$ cat config.mk
export PLATFORM = sky130hd
export DESIGN_NAME = tx_group_formatter
export DESIGN_NICKNAME = d
export VERILOG_FILES = /design/src/rtl/enigma_pkg.sv /design/src/rtl/sync_byte_fifo.sv /design/src/rtl/tx_group_formatter.sv
export SDC_FILE = /design/constraint.sdc
export NUM_CORES = 1
export LEC_CHECK = 0
export CAP_MARGIN = 20
export CORE_MARGIN = 1.5
export CORE_UTILIZATION = 45
export CTS_BUF_LIST = sky130_fd_sc_hd__clkbuf_4
export DETAILED_ROUTE_END_ITERATION = 12
export GPL_ROUTABILITY_DRIVEN = 0
export GPL_TIMING_DRIVEN = 0
export SLEW_MARGIN = 20
export SYNTH_ARGS = -nofsm -noshare
export SYNTH_HDL_FRONTEND = slang
export SYNTH_HIERARCHICAL = 1
export SYNTH_SLANG_ARGS = --single-unit
$ cat constraint.sdc
create_clock -name clk -period 4.1 [get_ports clk]
set_clock_uncertainty 0.15 [all_clocks]
set_input_delay 0.41 -clock clk [delete_from_list [all_inputs] [get_ports clk]]
set_output_delay 0.41 -clock clk [all_outputs]
set_load 0.01 [all_outputs]
$ cat src/rtl/enigma_pkg.sv
// Shared definitions for the Enigma serial path: ASCII constants used by the
// output formatter and the formatter FSM state encoding.
package enigma_pkg;

    localparam logic [7:0] ASCII_SPACE = 8'h20;
    localparam logic [7:0] ASCII_CR    = 8'h0D;
    localparam logic [7:0] ASCII_LF    = 8'h0A;
    localparam logic [7:0] ASCII_A     = 8'h41;
    localparam logic [7:0] ASCII_Z     = 8'h5A;

    typedef enum logic [2:0] {
        S_IDLE      = 3'd0,
        S_POP       = 3'd1,
        S_SEP       = 3'd2,
        S_CR        = 3'd3,
        S_LF        = 3'd4,
        S_DATA      = 3'd5,
        S_WAIT_ACK  = 3'd6,
        S_WAIT_DONE = 3'd7
    } fmt_state_e;

    // Upper-case ASCII letter test; only these bytes take part in grouping.
    function automatic logic is_letter(input logic [7:0] b);
        return (b >= ASCII_A) && (b <= ASCII_Z);
    endfunction

endpackage

$ cat src/rtl/sync_byte_fifo.sv
// Single-clock byte FIFO with occupancy count. Writes to a full FIFO and
// reads from an empty FIFO are ignored, so callers may strobe freely.
module sync_byte_fifo #(
    parameter int DEPTH = 16
) (
    input  logic                    clk,
    input  logic                    rst_n,
    input  logic                    wr_en,
    input  logic [7:0]              wr_data,
    input  logic                    rd_en,
    output logic [7:0]              rd_data,
    output logic                    full,
    output logic                    empty,
    output logic [$clog2(DEPTH):0]  level
);
    localparam int AW = $clog2(DEPTH);
    localparam logic [AW:0] FULL_LVL = (AW + 1)'(DEPTH);

    logic [7:0]    mem [DEPTH];
    logic [AW-1:0] wr_ptr;
    logic [AW-1:0] rd_ptr;
    logic          do_wr;
    logic          do_rd;

    assign full    = (level == FULL_LVL);
    assign empty   = (level == '0);
    assign do_wr   = wr_en && !full;
    assign do_rd   = rd_en && !empty;
    assign rd_data = mem[rd_ptr];

    // Storage array; contents are meaningless until covered by level.
    always_ff @(posedge clk) begin
        if (do_wr) begin
            mem[wr_ptr] <= wr_data;
        end
    end

    // Pointers and occupancy; a simultaneous push and pop leaves level alone.
    always_ff @(posedge clk or negedge rst_n) begin
        if (!rst_n) begin
            wr_ptr <= '0;
            rd_ptr <= '0;
            level  <= '0;
        end else begin
            if (do_wr) begin
                wr_ptr <= wr_ptr + AW'(1);
            end
            if (do_rd) begin
                rd_ptr <= rd_ptr + AW'(1);
            end
            if (do_wr && !do_rd) begin
                level <= level + (AW + 1)'(1);
            end else if (do_rd && !do_wr) begin
                level <= level - (AW + 1)'(1);
            end
        end
    end

endmodule

$ cat src/rtl/tx_group_formatter.sv
// Transmit-side formatter: buffers controller bytes and, when grouping is on,
// splits letter runs into fixed-size groups separated by spaces with CR LF
// after a fixed number of groups. Non-letters pass through untouched.
module tx_group_formatter
    import enigma_pkg::*;
#(
    parameter int FIFO_DEPTH      = 16,
    parameter int GROUP_LEN       = 5,
    parameter int GROUPS_PER_LINE = 10
) (
    input  logic                          clk,
    input  logic                          rst_n,
    input  logic [7:0]                    in_byte,
    input  logic                          in_valid,
    output logic                          in_ready,
    input  logic                          group_en,
    input  logic                          flush,
    input  logic                          tx_busy,
    output logic [7:0]                    tx_byte,
    output logic                          tx_start,
    output logic                          overflow,
    output logic [$clog2(FIFO_DEPTH):0]   fifo_level
);
    localparam int LW = $clog2(GROUP_LEN + 1);
    localparam int GW = (GROUPS_PER_LINE > 1) ? $clog2(GROUPS_PER_LINE) : 1;
    localparam logic [LW-1:0] LET_MAX  = LW'(GROUP_LEN);
    localparam logic [GW-1:0] GRP_LAST = GW'(GROUPS_PER_LINE - 1);

    fmt_state_e    state;
    fmt_state_e    state_nxt;
    logic [LW-1:0] let_cnt;
    logic [GW-1:0] grp_cnt;
    logic          flush_pend;
    logic          cr_sent;
    logic          pop;
    logic [7:0]    head;
    logic          fifo_full;
    logic          fifo_empty;
    logic          column_nz;
    logic          flush_done;

    sync_byte_fifo #(
        .DEPTH (FIFO_DEPTH)
    ) u_fifo (
        .clk     (clk),
        .rst_n   (rst_n),
        .wr_en   (in_valid),
        .wr_data (in_byte),
        .rd_en   (pop),
        .rd_data (head),
        .full    (fifo_full),
        .empty   (fifo_empty),
        .level   (fifo_level)
    );

    assign in_ready  = !fifo_full;
    assign column_nz = (let_cnt != '0) || (grp_cnt != '0);
    // A pending flush retires either when there is nothing to end or once LF goes out.
    assign flush_done = ((state == S_POP) && flush_pend && !column_nz) ||
                        ((state == S_LF) && tx_start);

    // Dropped-write indicator; full is judged before any same-cycle pop.
    always_ff @(posedge clk or negedge rst_n) begin
        if (!rst_n) begin
            overflow <= 1'b0;
        end else begin
            overflow <= in_valid && fifo_full;
        end
    end

    // FSM state register.
    always_ff @(posedge clk or negedge rst_n) begin
        if (!rst_n) begin
            state <= S_IDLE;
        end else begin
            state <= state_nxt;
        end
    end

    // Next-state logic; a write arriving in IDLE already counts as work so
    // the first byte reaches the UART two cycles after its strobe.
    always_comb begin
        state_nxt = state;
        case (state)
            S_IDLE: begin
                if (!fifo_empty || flush_pend || in_valid || flush) begin
                    state_nxt = S_POP;
                end
            end
            S_POP: begin
                if (flush_pend) begin
                    state_nxt = column_nz ? S_CR : S_IDLE;
                end else if (fifo_empty) begin
                    state_nxt = S_IDLE;
                end else if (is_letter(head) && group_en && (let_cnt == LET_MAX)) begin
                    state_nxt = (grp_cnt == GRP_LAST) ? S_CR : S_SEP;
                end else begin
                    state_nxt = S_DATA;
                end
            end
            S_SEP, S_CR, S_LF, S_DATA: begin
                if (!tx_busy) begin
                    state_nxt = S_WAIT_ACK;
                end
            end
            S_WAIT_ACK: begin
                state_nxt = S_WAIT_DONE;
            end
            S_WAIT_DONE: begin
                if (!tx_busy) begin
                    if (cr_sent) begin
                        state_nxt = S_LF;
                    end else if (!fifo_empty || flush_pend) begin
                        state_nxt = S_POP;
                    end else begin
                        state_nxt = S_IDLE;
                    end
                end
            end
            default: state_nxt = S_IDLE;
        endcase
    end

    // Outputs: send strobe from any send state once the UART is free; DATA also pops.
    always_comb begin
        tx_start = 1'b0;
        pop      = 1'b0;
        case (state)
            S_SEP, S_CR, S_LF: begin
                tx_start = !tx_busy;
            end
            S_DATA: begin
                tx_start = !tx_busy;
                pop      = !tx_busy;
            end
            default: begin
                tx_start = 1'b0;
                pop      = 1'b0;
            end
        endcase
    end

    // Output byte is latched on entry to a send state so it is stable while sending.
    always_ff @(posedge clk or negedge rst_n) begin
        if (!rst_n) begin
            tx_byte <= 8'h00;
        end else if ((state == S_POP) || (state == S_WAIT_DONE)) begin
            case (state_nxt)
                S_SEP:   tx_byte <= ASCII_SPACE;
                S_CR:    tx_byte <= ASCII_CR;
                S_LF:    tx_byte <= ASCII_LF;
                S_DATA:  tx_byte <= head;
                default: tx_byte <= tx_byte;
            endcase
        end
    end

    // Column tracking and flush bookkeeping, updated as each byte is sent.
    always_ff @(posedge clk or negedge rst_n) begin
        if (!rst_n) begin
            let_cnt    <= '0;
            grp_cnt    <= '0;
            flush_pend <= 1'b0;
            cr_sent    <= 1'b0;
        end else begin
            if (flush) begin
                flush_pend <= 1'b1;
            end else if (flush_done) begin
                flush_pend <= 1'b0;
            end
            if (tx_start) begin
                cr_sent <= (state == S_CR);
                case (state)
                    S_SEP: begin
                        let_cnt <= '0;
                        grp_cnt <= grp_cnt + GW'(1);
                    end
                    S_LF: begin
                        let_cnt <= '0;
                        grp_cnt <= '0;
                    end
                    S_DATA: begin
                        if (is_letter(tx_byte)) begin
                            if (let_cnt != LET_MAX) begin
                                let_cnt <= let_cnt + LW'(1);
                            end
                        end else if ((tx_byte == ASCII_CR) || (tx_byte == ASCII_LF)) begin
                            let_cnt <= '0;
                            grp_cnt <= '0;
                        end
                    end
                    default: begin
                        let_cnt <= let_cnt;
                    end
                endcase
            end
        end
    end

endmodule

==> impl_results.md <==
- First-pass GRT wire length: roughly 23,000 um
- Internal cell power: 0.003504 W
- Max cap viols: 0
- Vias in the first global route: approximately 4.1k
- Top cells by area, synth: edfxtp_1, dfrtp_1, mux2i_1, mux4_2, ha_1
- Die area: between 0.015 and 0.02 mm^2
- Most frequent cells in the layout: edfxtp_1, nand2_1, mux2i_1
- Crit Path Class: flip-flop to flip-flop
- #FFs+latches synth: 162
- Largest net degree at the start of global routing: 29
- Worst-path maximum fanout: 10
- Min-delay worst type: input port to async pin
- DR WL/cell: 19.74 um
- Synth warn: 6
- Mapped cell area: approximately 0.0073 mm^2
- Row cnt: 46
- Sw Share: 0.3754
- Comb pwr share: 0.434
- Clock slew at reported path FFs: around 140 ps
- Syn-to-layout area delta: 14.04%
- Final period util: 0.9585
- Ys flop type: edfxtp_1
- Worst reg2reg setup slack: 170 ps
- GRT Total Usage: 0.1939
- Clock network fraction of total power: 0.177
- Starting density of the core: 0.4595
- CTS Buf Count: 17
- Via-to-Cell Ratio: 5.432
- Final net count: 570
- Status: complete, no violations
- Max-slew violations: 0
- Synthesized Nets: 512
- Ys async rst share: 0.2099
- Chip height: 130.4 um
- Share of cells above drive strength 1: 0.2083
- Final setup vio count: 0
- Core area: roughly 0.016 mm^2
- DR iter-0 viols: 399
- Final HPWL DP: 10,350 um
- Total gr overflow: 0
- Fmax: 254.5 MHz
- CTS tree: built
- Most common cell after layout, fill and taps aside: edfxtp_1
- Routed Antenna Nets: 0
- CP required: between 4000 and 5000 ps
- # port buffers: 29
- Peak supply drop: roughly 0.00031 V
- # fillers: between 1k and 1.5k
- Root buf cell: clkbuf_4
- Routed WL: roughly 15,000 um
- Slew margin rel.: 0.4481
- Setup WS post-layout: approximately 170 ps
- Die X: approximately 130 um
- EDFF count, synth: 128
- Tmin final: about 3900 ps
- Psw: 0.002107 W
- Mean post-synth cell area: 15.18 um^2
- IO Pins: 30
- Leakage: approximately 3.0 nW
- DR pass1 iterations: 8
- Crit start category: flip-flop
- Yosys top cell by area: edfxtp_1
- Worst slew pin tran: just over 800 ps
- Arrival @ worst endpoint: 4250 ps
- DRC: 0
- Pwr/cell area: slightly below 700 mW/mm^2
- Register area share after synthesis: 0.6431
- CTS Buffer Depth: 2
- Post-Syn Instances: ~480
- Multi-input logic area: roughly 0.0024 mm^2
- Distinct cells, synth: 69
- Via Count: roughly 4.2k
- Top-area cell type share of the netlist area: 0.5266
- Clock Sinks: 162
- H-tree depth: 4
- Final Non-Filler Cells: between 700 and 800
- FF+latch area: approximately 0.0047 mm^2
- Initial antenna violation count: 1
- Part of the power in registers: 0.389
- Place WS: -409.7 ps
- Final hold viol count: 0
- Latest clock arrival within the worst-skew pair: just under 600 ps
- Placed cells: 727
- Crit path capture type: flip-flop
-- worst max-delay path, stage by stage, from the launching register on --
cell and delay [ps]:
dfrtp_1 400, buf_6 140, buf_6 190, mux4_2 570, a22oi_1 210, nand2_1 130, or3_4 410, o32ai_4 250
o211ai_1 170, nand2_1 140, ha_1 230, nand3b_1 270, buf_4 230, a221o_1 350
-- sequential cells by signal, indices dropped and copies added, names as in the netlist --
register       count
overflow           1
u_fifo/mem       128
cr_sent            1
tx_byte            8
grp_cnt            4
let_cnt            3
u_fifo/rd_ptr      4
u_fifo/wr_ptr      4
state              3
u_fifo/level       5
flush_pend         1
-- power groups by stage --
stage	clock (W)	combinational [W]	sequential (W)
2_1_floorplan	0	0.00165	0.00219
3_3_place_gp	0	0.00224	0.00220
3_5_place_dp	0	0.00229	0.00221
4_1_cts	0.00102	0.00238	0.00218
5_1_grt	0.00108	0.00267	0.00221
6_report	0.000992	0.00244	0.00218
-- through the flow --
| stage | TNS [ps] | util | total power (W) | hold slack, ps | instance area (um^2) |
|---|---|---|---|---|---|
| after floorplan | 0 | - | 0.003845 | -35.59 | 7300 |
| after global placement | -1793 | 0.4948 | 0.004445 | 375.4 | 7860 |
| after detailed placement | -2104 | 0.4970 | 0.004504 | 115.0 | 7895 |
| after CTS | 0 | 0.5207 | 0.005577 | 3.744 | 8272 |
| after global routing | -281.7 | 0.5240 | 0.005962 | 43.73 | 8324 |
| final | 0 | 0.5240 | 0.005611 | 44.84 | 8324 |
-- cell families (layout without fill, tap and decap cells) --
logic type,count (synthesis),count (layout),synth area share
other,0,1,0
flip-flops,162,162,0.6431
AND/OR/NAND/NOR,114,114,0.08330
XOR/XNOR,12,12,0.01440
buffers and inverters,37,108,0.03531
adder cells (fa/ha/maj),17,17,0.03017
AO/OA/AOI/OAI,84,84,0.08879
multiplexers,55,55,0.1049
-- synthesized netlist by cell type (3+ instances only) --
master,n
xnor2_1,10
nand2_1,44
nor3_1,5
nor2b_1,3
buf_6,11
o21ai_1,5
a22oi_1,9
mux2i_1,36
clkbuf_1,3
buf_4,4
a22o_1,4
a21o_1,3
mux4_2,16
a21oi_1,8
nor2_1,22
nor4_1,3
inv_1,12
nand3b_1,3
o21ai_0,19
dfrtp_1,34
a221oi_1,14
nand2b_1,8
ha_1,16
edfxtp_1,128
nand3_1,3
-- cell type report --
class | count | area share
repair buffers | 40 | 0.04599
plain buffers | 22 | 0.02480
clock buffers | 17 | 0.01533
multi-input cells | 282 | 0.2901
inverters | 14 | 0.006313
diodes | 1 | 0.0003006
clock inverters | 15 | 0.02074
flip-flops and latches | 162 | 0.5640
well taps | 216 | 0.03247
-- per-layer routing --
layer,GRT usage,part of all wire
met5,0,0
met4,0.07498,0.019
met2,0.3136,0.50
met1,0.2556,0.44
met3,0.04592,0.045
-- path summary, 6_finish.rpt --
check	from	to	depth (start not counted)
worst max-delay path	u_fifo/rd_ptr[0]$_DFFE_PN0P_	tx_byte[3]$_DFFE_PN0P_	13
worst min-delay path	rst_n	u_fifo/level[2]$_DFFE_PN0P_	2
worst max register to register	u_fifo/rd_ptr[0]$_DFFE_PN0P_	tx_byte[3]$_DFFE_PN0P_	13
worst min register to register	cr_sent$_DFFE_PN0P_	cr_sent$_DFFE_PN0P_	2
max in group asynchronous	rst_n	tx_byte[6]$_DFFE_PN0P_	3
min in group clk	flush	flush_pend$_DFFE_PN0P_	2
-- what timing repair did --
| item | CTS | global route |
|---|---|---|
| gates resized for setup | 6 | 9 |
| gates cloned | 0 | 0 |
| hold buffers | 1 | 0 |
| pin swaps | 2 | 2 |
| setup endpoints to repair | 8 | 8 |
| setup buffers | 5 | 4 |
| hold endpoints to repair | 34 | 0 |
No activity file was read; power rests on OpenSTA's default activity.
